$ cat config.mk
export PLATFORM = sky130hd
export DESIGN_NAME = slot_scheduler
export DESIGN_NICKNAME = d
export VERILOG_FILES = /design/src/rtl/sched_pkg.sv /design/src/rtl/slot_counter.sv /design/src/rtl/slot_scheduler.sv
export SDC_FILE = /design/constraint.sdc
export NUM_CORES = 1
export LEC_CHECK = 0
export ABC_AREA = 1
export ABC_CLOCK_PERIOD_IN_PS = 2400
export CORE_MARGIN = 2
export CORE_UTILIZATION = 53
export CTS_CLUSTER_SIZE = 14
export DETAILED_ROUTE_END_ITERATION = 7
export PLACE_DENSITY = 0.8
export SKIP_LAST_GASP = 1
export SYNTH_ARGS = -nofsm -noshare
export SYNTH_HDL_FRONTEND = slang
export SYNTH_SLANG_ARGS = --single-unit
$ cat constraint.sdc
create_clock -name clk -period 2.4 [get_ports clk]
set_clock_uncertainty 0.2 [all_clocks]
set_input_delay 0.6 -clock clk [delete_from_list [all_inputs] [get_ports clk]]
set_output_delay 0.6 -clock clk [all_outputs]
set_load 0.1 [all_outputs]
$ cat src/rtl/sched_pkg.sv
// sched_pkg: shared FSM encoding and default sizing for slot_scheduler
package sched_pkg;
  typedef enum logic [1:0] {IDLE, SCAN, BUSY} state_t;
  localparam int SLOT_W = 3;
  localparam int NUM_SLOTS_DEF = 6;
  localparam int HOLD_MAX_DEF = 15;
endpackage

$ cat src/rtl/slot_counter.sv
// slot_counter: modulo-NUM_SLOTS slot index with step, load and registered wrap pulse
module slot_counter import sched_pkg::*; #(
  parameter int NUM_SLOTS = NUM_SLOTS_DEF
) (
  input  logic              clk,
  input  logic              rst,
  input  logic              inc,
  input  logic              load,
  input  logic [SLOT_W-1:0] load_val,
  output logic [SLOT_W-1:0] count,
  output logic              wrap
);
  localparam logic [SLOT_W-1:0] LAST = SLOT_W'(NUM_SLOTS - 1);
  logic [SLOT_W-1:0] count_q, count_d;
  logic wrap_q, wrap_d;
  // A load to a lower index means the jump passed through the last slot
  always_comb begin
    count_d = load ? load_val : inc ? (count_q == LAST ? '0 : count_q + 1'b1) : count_q;
    wrap_d = load ? load_val < count_q : inc && count_q == LAST;
  end
  always_ff @(posedge clk) begin
    count_q <= rst ? '0 : count_d;
    wrap_q <= rst ? 1'b0 : wrap_d;
  end
  assign count = count_q;
  assign wrap = wrap_q;
endmodule

$ cat src/rtl/slot_scheduler.sv
// slot_scheduler: TDM slot arbiter with hold-time limit; define SLOT_SKIP_EN to jump
// straight to the next requesting slot instead of stepping one slot per cycle.
module slot_scheduler import sched_pkg::*; #(
  parameter int NUM_SLOTS = NUM_SLOTS_DEF,
  parameter int HOLD_MAX  = HOLD_MAX_DEF
) (
  input  logic                 clk,
  input  logic                 rst,
  input  logic                 en,
  input  logic [NUM_SLOTS-1:0] req,
  input  logic                 done,
  output logic [NUM_SLOTS-1:0] gnt,
  output logic [SLOT_W-1:0]    slot,
  output logic                 wrap,
  output logic                 timeout
);
  localparam logic [7:0] HOLD = 8'(HOLD_MAX);
  localparam logic [SLOT_W:0] NS = (SLOT_W + 1)'(NUM_SLOTS);
  state_t state_q, state_d;
  logic [NUM_SLOTS-1:0] gnt_q, gnt_d, rot;
  logic [7:0] cnt_q, cnt_d;
  logic timeout_q, timeout_d, inc, load, req_cur, end_grant;
  logic [SLOT_W-1:0] slot_q, skip, target;
  logic [SLOT_W:0] sum;
  slot_counter #(.NUM_SLOTS(NUM_SLOTS)) u_slot (
    .clk(clk), .rst(rst), .inc(inc), .load(load), .load_val(target),
    .count(slot_q), .wrap(wrap)
  );
  // rot[k] is the request of slot (slot+k) mod NUM_SLOTS; skip is the nearest k>0 requesting
  always_comb begin
    rot = NUM_SLOTS'({req, req} >> slot_q);
    skip = '0;
    for (int k = NUM_SLOTS - 1; k > 0; k--) skip = rot[k] ? SLOT_W'(k) : skip;
    sum = {1'b0, slot_q} + {1'b0, skip};
    target = sum >= NS ? SLOT_W'(sum - NS) : SLOT_W'(sum);
  end
  assign req_cur = rot[0];
  assign end_grant = done || !req_cur || cnt_q == HOLD;
  always_comb begin
    state_d = state_q == IDLE ? (en ? SCAN : IDLE)
            : state_q == SCAN ? (!en ? IDLE : req_cur ? BUSY : SCAN)
            : end_grant ? (en ? SCAN : IDLE) : BUSY;
  end
  always_comb begin
    gnt_d = '0;
    cnt_d = '0;
    timeout_d = 1'b0;
    inc = 1'b0;
    load = 1'b0;
    if (state_q == SCAN && en) begin
      gnt_d = req_cur ? NUM_SLOTS'(1) << slot_q : '0;
      cnt_d = req_cur ? 8'd1 : 8'd0;
`ifdef SLOT_SKIP_EN
      load = !req_cur && skip != '0;
      inc = !req_cur && skip == '0;
`else
      inc = !req_cur;
`endif
    end else if (state_q == BUSY) begin
      gnt_d = end_grant ? '0 : gnt_q;
      cnt_d = end_grant ? '0 : cnt_q + 8'd1;
      timeout_d = cnt_q == HOLD && !done && req_cur;
      inc = end_grant;
    end
  end
  always_ff @(posedge clk) begin
    if (rst) begin
      state_q <= IDLE;
      gnt_q <= '0;
      cnt_q <= '0;
      timeout_q <= 1'b0;
    end else begin
      state_q <= state_d;
      gnt_q <= gnt_d;
      cnt_q <= cnt_d;
      timeout_q <= timeout_d;
    end
  end
  assign gnt = gnt_q;
  assign slot = slot_q;
  assign timeout = timeout_q;
endmodule

# == Yosys cells after proc, flatten, opt, wreduce, memory -nomap -nowiden ==
# Index checks and enable logic that the tools add are counted.
# totals
word_cells,43
inputBits,10
ff_bits,21
# op_classes
reduce_logical,10
n_eq_ne,5
mux,17
bitwise_logic,1
n_addsub,2
n_shift,2
# ops
operator,n
6-bit 2-to-1 mux,4
8-bit 2-to-1 mux,3
12-bit by 3-bit >> shifter with 1-bit output,1
2-bit 2-to-1 mux,5
"8-bit by 1-bit adder with 8-bit output, second input constant",1
"8-bit by 4-bit equality test with 1-bit output, second input constant",1
"1-bit by 3-bit left shift with 6-bit output, first input constant",1
1-bit logical AND,4
1-bit 2-to-1 mux,4
"3-bit by 1-bit adder with 3-bit output, second input constant",1
"3-bit equality test, second input constant",1
3-bit 2-to-1 mux,1
"3-bit inequality test, second input constant",1
3-bit OR reduction,1
"2-bit by 1-bit equality test with 1-bit output, second input constant",1
"2-bit equality test, second input constant",1
1-bit zero test,2
2-bit zero test,1
1-bit logical OR,2
1-bit inverter,1

# == Longest topological paths before layout ==
# Gate-level depths: netlist (run 1).
# logic_depth
ltp_word,7
depth_mapped,13

# == Cells and area by module ==
# A second synthesis (run 1) with hierarchy kept.
# unflattened
hier_cells,216
hier_area_um2,1447.6
# by_module_without_submodules
mod,n_inst,cells_per_inst,area_per_inst_um2
slot_scheduler,1,180,1202.4
slot_counter,1,36,245.2

# == Worst setup path before layout (run 1) ==
# No wires, ideal clock.
# synth_path
path_type,register to register
from,register u_slot.count_q[0] (netlist: u_slot.count[0])
to,register u_slot.count_q[1] (netlist: u_slot.count[1])
n_path_buf,0
path_slack_ns,0.010
path_stages_with_launch,12
arrival_ns,2.073
setup_ns,0.117
cell_sequence,dfxtp_1 -> inv_2 -> nand2_2 -> nand3_2 -> nand2_2 -> nand2_2 -> nand2_4 -> nand3_4 -> nand2_2 -> nand2_2 -> nor2_1 -> nor2_1
# synth_via
elab_chain_len,6
elab_cells_between_ends,9
# synth_lines
element,line_no,text
"start, declared",slot_counter.sv:14,"logic [SLOT_W-1:0] count_q, count_d;"
"start signal, assigned",slot_counter.sv:22,count_q <= rst ? '0 : count_d;
12-bit by 3-bit >> shifter with 1-bit output,slot_scheduler.sv:31,"rot = NUM_SLOTS'({req, req} >> slot_q);"
1-bit zero test,"slot_scheduler.sv:38, slot_scheduler.sv:57",
1-bit logical OR (2 in series),slot_scheduler.sv:38,assign end_grant = done || !req_cur || cnt_q == HOLD;
1-bit 2-to-1 mux,slot_scheduler.sv:59,end else if (state_q == BUSY) begin
1-bit 2-to-1 mux,slot_scheduler.sv:50,if (state_q == SCAN && en) begin
# Several ways; a longest one is shown, not always the timed one.
# A chain may end at the register's enable or synchronous reset.

# == Worst setup path in the final report (run 1) ==
# layout_path
from,input port req[1]
to,register gnt_q[4] (netlist: gnt[4])
# layout_via
elab_chain_len,5
elab_cells_between_ends,7
# layout_lines
element,line_no,text
"start, declared",slot_scheduler.sv:10,"input logic [NUM_SLOTS-1:0] req,"
12-bit by 3-bit >> shifter with 1-bit output *,slot_scheduler.sv:31,
1-bit zero test,slot_scheduler.sv:38,
1-bit logical OR (2 in series),slot_scheduler.sv:38,
3-bit inequality test (no line),n/a,
"end signal, assigned",slot_scheduler.sv:74,gnt_q <= gnt_d;
"end, declared",slot_scheduler.sv:20,"logic [NUM_SLOTS-1:0] gnt_q, gnt_d, rot;"
# Every way passes the cells marked *; elsewhere a longest branch is shown, timed or not.

==> results.ini, run 1 <==
[yosys]
synth_area_sq_um = 1030
synth-seq-area-share_pct = 40.9
synth.area.top_cells = dfxtp_1 41%, nand2_1 13%, nor2_1 7.7%
ys_types = 25
synth_nets = 157
yosys_warnings = 0
synth_edf_count = 0
synth_top_flop_cell = dfxtp_1
synth_common_cells = 36 x nand2_1, 21 x dfxtp_1, 21 x nor2_1
yosysMostFrequentCell = nand2_1
async_flop_share_pct = 0
synth-seq-cells = 21
synth_top_area_share_pct = 40.9
avgSynthCellArea_sq_um = 7.09
synth.largest_area_cell = dfxtp_1
syn_inst = 145

[floorplan]
fp.dieW_microns = 48.1
num_io_pins = 21
dieArea_sq_um = 2310
core_region_area_sq_um = 1780
rows = 15
die_h_microns = 48.1
start_util_pct = 57.7

[critical_path]
crit_type = primary input to flip-flop
critPathArrivalTime_ns = 2.03
cp_max_fo = 7
cp_slowest_cell = clkdlybuf4s50_1
crit_path_cell_trace = clkdlybuf4s50_1 > inv_1 > nand2_1 > nand3_2 > nand2_2 > nand2_2 > nand2_4 > nand3_4 > nor2_4 > nand2_1 > a21oi_1
endpoint_kind = flip-flop
cp.required_ns = 2.45
critical-path-max-stage-delay_ns = 0.46
cp-start-kind = primary input
reg2regPathDepth = 10

[timing]
fmax_ghz = 0.505
slew_headroom_pct = 74.2
worstMarginPinSlew_ns = 0.384
rsz0062_at_grt = no
slew_viol_final = 0
setup_slack_ns = 0.419
period_needed_ns = 1.98
tns_ns = 0
hold_ws_ns = 0.282
fin_crit_sh_pct = 82.5
setup_viol = 0
hold_viol = 0

[run_status]
status = finished, final reports clean

[detailed_routing]
vias_per_cell = 5.14
via_count = 997
wl_met1_mm = 1.05
met3WireLength_microns = 158
firstDrtPassIters = 4
drt-initial-drc-count = 32
ant_nets = 0
wl_per_cell_microns = 11.9
wl_mm = 2.32
wl_met2_mm = 1.09
post-route-drc-count = 0
routed.top_layer = met4

[global_routing]
grt_use_total_pct = 23.4
grt_pass1_wl_mm = 3.69
antenna_found_initial = 0
grt_pass1_vias = 864
grt_start_max_net_pins = 13
grt.overflow.total = 0

[clock_tree]
clkTransAtPathRegs_ns = 0.12
htreeDepth = 1
cts_tree = done
worstSkewPairLatency_ns = 0.31
numCtsBuffers = 3
cts_setup_buffers = 0
post_cts_resized = 0
ctsLongestPathBuffers = 2
cts.sinks = 21
cts_root_buffer = clkbuf_4
hold_buffers = 0

[placement]
dp_hpwl_mm = 1.83
dp_cells = 190
dpl_cell_area_sq_um = 1270
place.port_buffers = 20
place_congestion = 0.822
dp_slack_ns = 0.0927

[power]
leakage_nw = 0.541
power_mw = 0.675
power_density_nw_per_um2 = 519
ir_drop_uv = 344

[layout]
design_area_sq_um = 1300
final_nets = 182
final_core_utilization_pct = 73.0
final_cells = 194
syn2layout_area_growth_pct = 26.5
diodes = 0
drive_above_1_share_pct = 18.9

[job]
max_cap_viol_count = 0

[min_path]
holdPathStages = 2
hp-class = flip-flop to flip-flop

## worst max-delay path: cells and delay by family
family,cells,cell delay [ns]
simple gates,8,0.79
buf+inv,2,0.50
compound gates,1,0.14
## flip-flops by register name, summed over array words and instances (netlist names)
name	cells
u_slot.wrap	1
state_q	2
timeout	1
u_slot.count	3
gnt	6
cnt_q	8
## layer usage
metal / global-route usage, % / vias up
met5: 0 / -
met4: 9.19 / 0
met3: 4.53 / 2
met2: 37.9 / 44
met1: 30.7 / 445
li1: - / 506
## worst paths after layout
path	start	to	slack (ns)
hold / removal	gnt[0]$_SDFFE_PP0P_	gnt[0]$_SDFFE_PP0P_	0.28
hold reg to reg	gnt[0]$_SDFFE_PP0P_	gnt[0]$_SDFFE_PP0P_	0.28
setup / recovery	req[1]	gnt[4]$_SDFFE_PP0P_	0.42
setup reg to reg	u_slot.count[0]$_SDFFE_PP0P_	gnt[4]$_SDFFE_PP0P_	0.52
## power breakdown
group / internal, mW / total [mW] / switching (mW) / leakage, nW
clock network: 0.0623 / 0.177 / 0.114 / 0.0177
registers: 0.355 / 0.365 / 0.0106 / 0.170
logic: 0.0501 / 0.134 / 0.0834 / 0.353
## logic make-up after synthesis
logic type | count (synthesis) | synth area share, %
AO/OA/AOI/OAI | 14 | 7.06
XOR/XNOR | 2 | 1.70
adder cells (fa/ha/maj) | 2 | 2.43
buffers and inverters | 21 | 7.66
flip-flops | 21 | 40.9
AND/OR/NAND/NOR | 85 | 40.3
## cells in the final DEF, fill, tap and decap left out, drive strengths merged
master | synthesis | layout
a21oi | 11 | 11
buf | 0 | 12
clkbuf | 1 | 3
clkdlybuf4s50 | 0 | 9
clkinv | 0 | 1
dfxtp | 21 | 21
ha | 2 | 2
inv | 20 | 20
nand2 | 43 | 43
nand3 | 7 | 7
nand4 | 4 | 4
nor2 | 23 | 23
nor3 | 5 | 5
nor3b | 1 | 1
nor4 | 1 | 1
o21a | 1 | 1
o21ai | 2 | 2
or2 | 1 | 1
xnor2 | 1 | 1
xor2 | 1 | 1
## layout make-up
type / count / area, sq um
multi-input combinational: 103 / 529
fill: 152 / 482
sequential: 21 / 420
timing repair buffer: 21 / 218
inverter: 20 / 75.1
tap: 25 / 31.3
clock buffer: 3 / 22.5
clock inverter: 1 / 5.00
Note: power is estimated with default switching activity, not from simulation.
==> inputs of run 2 (changes only) <==
--- a/config.mk
+++ b/config.mk
@@ -6,12 +6,12 @@
 export NUM_CORES = 1
 export LEC_CHECK = 0
 export ABC_AREA = 1
-export ABC_CLOCK_PERIOD_IN_PS = 2400
+export ABC_CLOCK_PERIOD_IN_PS = 1800
 export CORE_MARGIN = 2
-export CORE_UTILIZATION = 53
+export CORE_UTILIZATION = 44
 export CTS_CLUSTER_SIZE = 14
 export DETAILED_ROUTE_END_ITERATION = 7
-export PLACE_DENSITY = 0.8
+export PLACE_DENSITY = 0.71
 export SKIP_LAST_GASP = 1
 export SYNTH_ARGS = -nofsm -noshare
 export SYNTH_HDL_FRONTEND = slang
==> constraint.sdc (replaced) <==
create_clock -name clk -period 1.8 [get_ports clk]
set_clock_uncertainty 0.2 [all_clocks]
set_input_delay 0.45 -clock clk [delete_from_list [all_inputs] [get_ports clk]]
set_output_delay 0.45 -clock clk [all_outputs]
set_load 0.1 [all_outputs]
==> results.ini, run 2 (synthesis gave the netlist of run 1 again) <==
[timing]
rsz0062_at_grt = yes  ; was no
fmax_ghz = 0.591
slew_headroom_pct = 77.2  ; was 74.2%
worstMarginPinSlew_ns = 0.338  ; was 0.384 ns
setup_viol = 0  ; unchanged
fin_crit_sh_pct = 94.0
hold_ws_ns = 0.306  ; was 0.282 ns
slew_viol_final = 0  ; unchanged
setup_slack_ns = 0.109  ; was 0.419 ns
period_needed_ns = 1.69
hold_viol = 0  ; unchanged

[clock_tree]
htreeDepth = 1  ; unchanged
clkTransAtPathRegs_ns = 0.10  ; was 0.12 ns
worstSkewPairLatency_ns = 0.30  ; was 0.31 ns
numCtsBuffers = 3  ; unchanged
ctsLongestPathBuffers = 2  ; unchanged
cts.sinks = 21  ; unchanged
cts_tree = done  ; unchanged
hold_buffers = 0  ; unchanged
cts_root_buffer = clkbuf_4  ; unchanged

[critical_path]
critPathArrivalTime_ns = 1.73  ; was 2.03 ns
cp_max_fo = 8  ; was 7
crit_type = flip-flop to flip-flop  ; was primary input to flip-flop
cp.required_ns = 1.84  ; was 2.45 ns
cp-start-kind = flip-flop  ; was primary input
endpoint_kind = flip-flop  ; unchanged

[detailed_routing]
vias_per_cell = 4.83  ; was 5.14
wl_per_cell_microns = 11.2  ; was 11.9 microns
wl_mm = 2.31  ; was 2.32 mm
firstDrtPassIters = 4  ; unchanged
drt-initial-drc-count = 19  ; was 32
via_count = 991  ; was 997
post-route-drc-count = 0  ; unchanged
ant_nets = 0  ; unchanged

[layout]
regMostFlops = cnt_q  ; unchanged
largest_reg_flops = 8  ; unchanged
drive_above_1_share_pct = 28.8  ; was 18.9%
syn2layout_area_growth_pct = 49.3  ; was 26.5%
diodes = 0  ; unchanged
nFillCells = 178  ; was 152
final_cell_mix = 31 x nand2_1, 21 x nor2_1, 18 x inv_1, 18 x dfxtp_1, 11 x buf_12  ; was 36 x nand2_1, 21 x nor2_1, 21 x dfxtp_1
final_common_cell = nand2_1  ; unchanged
final_nets = 190  ; was 182

[global_routing]
grt_use_total_pct = 19.9  ; was 23.4%
grt_pass1_vias = 970  ; was 864
antenna_found_initial = 0  ; unchanged
grt_start_max_net_pins = 12  ; was 13
grt.overflow.total = 0  ; unchanged
grt_pass1_wl_mm = 4.04  ; was 3.69 mm

[job]
max_cap_viol_count = 0  ; unchanged

[floorplan]
rows = 17  ; was 15
die_h_microns = 52.3  ; was 48.1 microns
core_region_area_sq_um = 2210  ; was 1780 sq um
start_util_pct = 46.5  ; was 57.7%
fp.dieW_microns = 52.3  ; was 48.1 microns
dieArea_sq_um = 2740  ; was 2310 sq um
num_io_pins = 21  ; unchanged

[power]
ir_drop_uv = 437  ; was 344 uV
intPower_mw = 0.648  ; was 0.467 mW
power_frac_seq_pct = 53.2  ; was 54.1%
power_frac_comb_pct = 23.3  ; was 19.8%
switchingPower_mw = 0.270  ; was 0.208 mW
clock_power_share_pct = 23.5  ; was 26.2%
power_density_nw_per_um2 = 597  ; was 519 nW/um^2
power_mw = 0.917  ; was 0.675 mW
swShare_pct = 29.4  ; was 30.9%
leakage_nw = 0.657  ; was 0.541 nW

[placement]
place.port_buffers = 20  ; unchanged
place_congestion = 0.820  ; was 0.822
dp_slack_ns = -0.358  ; was 0.0927 ns
dp_hpwl_mm = 1.72  ; was 1.83 mm

[run_status]
status = finished, final reports clean  ; unchanged

[min_path]
hp-class = flip-flop to flip-flop  ; unchanged

-- run 2: changes by cell type in the layout (fill, tap and decap cells not counted), moves of 2 or more --
cell / before / now
buf_12: 3 / 11
clkdlybuf4s50_1: 9 / 3
dlymetal6s2s_1: 0 / 5
nand2_1: 36 / 31
a21oi_1: 11 / 8
a21oi_2: 0 / 3
dfxtp_1: 21 / 18
dfxtp_4: 0 / 3
nand2_2: 6 / 9
nand2_4: 1 / 3
-- run 2: critical path, cell delays in order, from the launching register on --
cell and delay (ns):
dfxtp_4 0.41, inv_6 0.09, nand2_2 0.05, nand2_1 0.06, nand2_1 0.05, nand2_2 0.08
nand2_2 0.06, nand2_4 0.10, nand3_4 0.11, nor2_4 0.20, nand2_2 0.08, a21oi_2 0.13
-- run 2: cell type report --
class	instances	area, sq um	area share [%]
Tap cell	28	35.0	2.28
Inverter	20	80.1	5.22
Sequential cell	21	432	28.1
Clock buffer	4	26.3	1.71
Timing Repair Buffer	29	389	25.3
Multi-Input combinational cell	103	573	37.3
-- run 2: per-layer routing --
layer | wire, microns | up-vias | GRT usage [%]
li1 | - | 523 | -
met4 | 46 | 0 | 7.26
met5 | 0 | - | 0
met1 | 1050 | 429 | 25.3
met2 | 1090 | 33 | 32.3
met3 | 124 | 6 | 5.14
-- run 2: final timing paths --
| check | from | endpoint | slack, ns | depth (start not counted) |
|---|---|---|---|---|
| setup / recovery | u_slot.count[0]$_SDFFE_PP0P_ | gnt[4]$_SDFFE_PP0P_ | 0.11 | 11 |
| hold / removal | gnt[1]$_SDFFE_PP0P_ | gnt[1]$_SDFFE_PP0P_ | 0.31 | 2 |
| setup reg to reg | u_slot.count[0]$_SDFFE_PP0P_ | gnt[4]$_SDFFE_PP0P_ | 0.11 | 11 |
| hold reg to reg | gnt[1]$_SDFFE_PP0P_ | gnt[1]$_SDFFE_PP0P_ | 0.31 | 2 |
-- run 2: stage by stage --
step           utilization (%)  setup TNS [ns]  area, sq um  cells
2_1_floorplan                -               0         1040    145
3_3_place_gp              64.1           -4.47         1420    197
3_5_place_dp              64.1           -5.39         1420    197
4_1_cts                   66.5               0         1470    203
5_1_grt                   69.4         -0.0778         1540    205
6_report                  69.4               0         1540    205
-- run 2: power by group through the flow --
| stage | Clock (mW) | Sequential (mW) | Combinational (mW) |
|---|---|---|---|
| after floorplan | 0 | 0.529 | 0.0848 |
| after global placement | 0 | 0.497 | 0.183 |
| after detailed placement | 0 | 0.497 | 0.186 |
| after CTS | 0.226 | 0.487 | 0.198 |
| after global routing | 0.249 | 0.491 | 0.232 |
| final | 0.216 | 0.488 | 0.214 |
-- run 2: what timing repair did --
action,4_1_cts,5_1_grt
pin swaps,6,12
endpoints found under the setup margin,8,13
gates resized for setup,5,15
buffers inserted,2,2
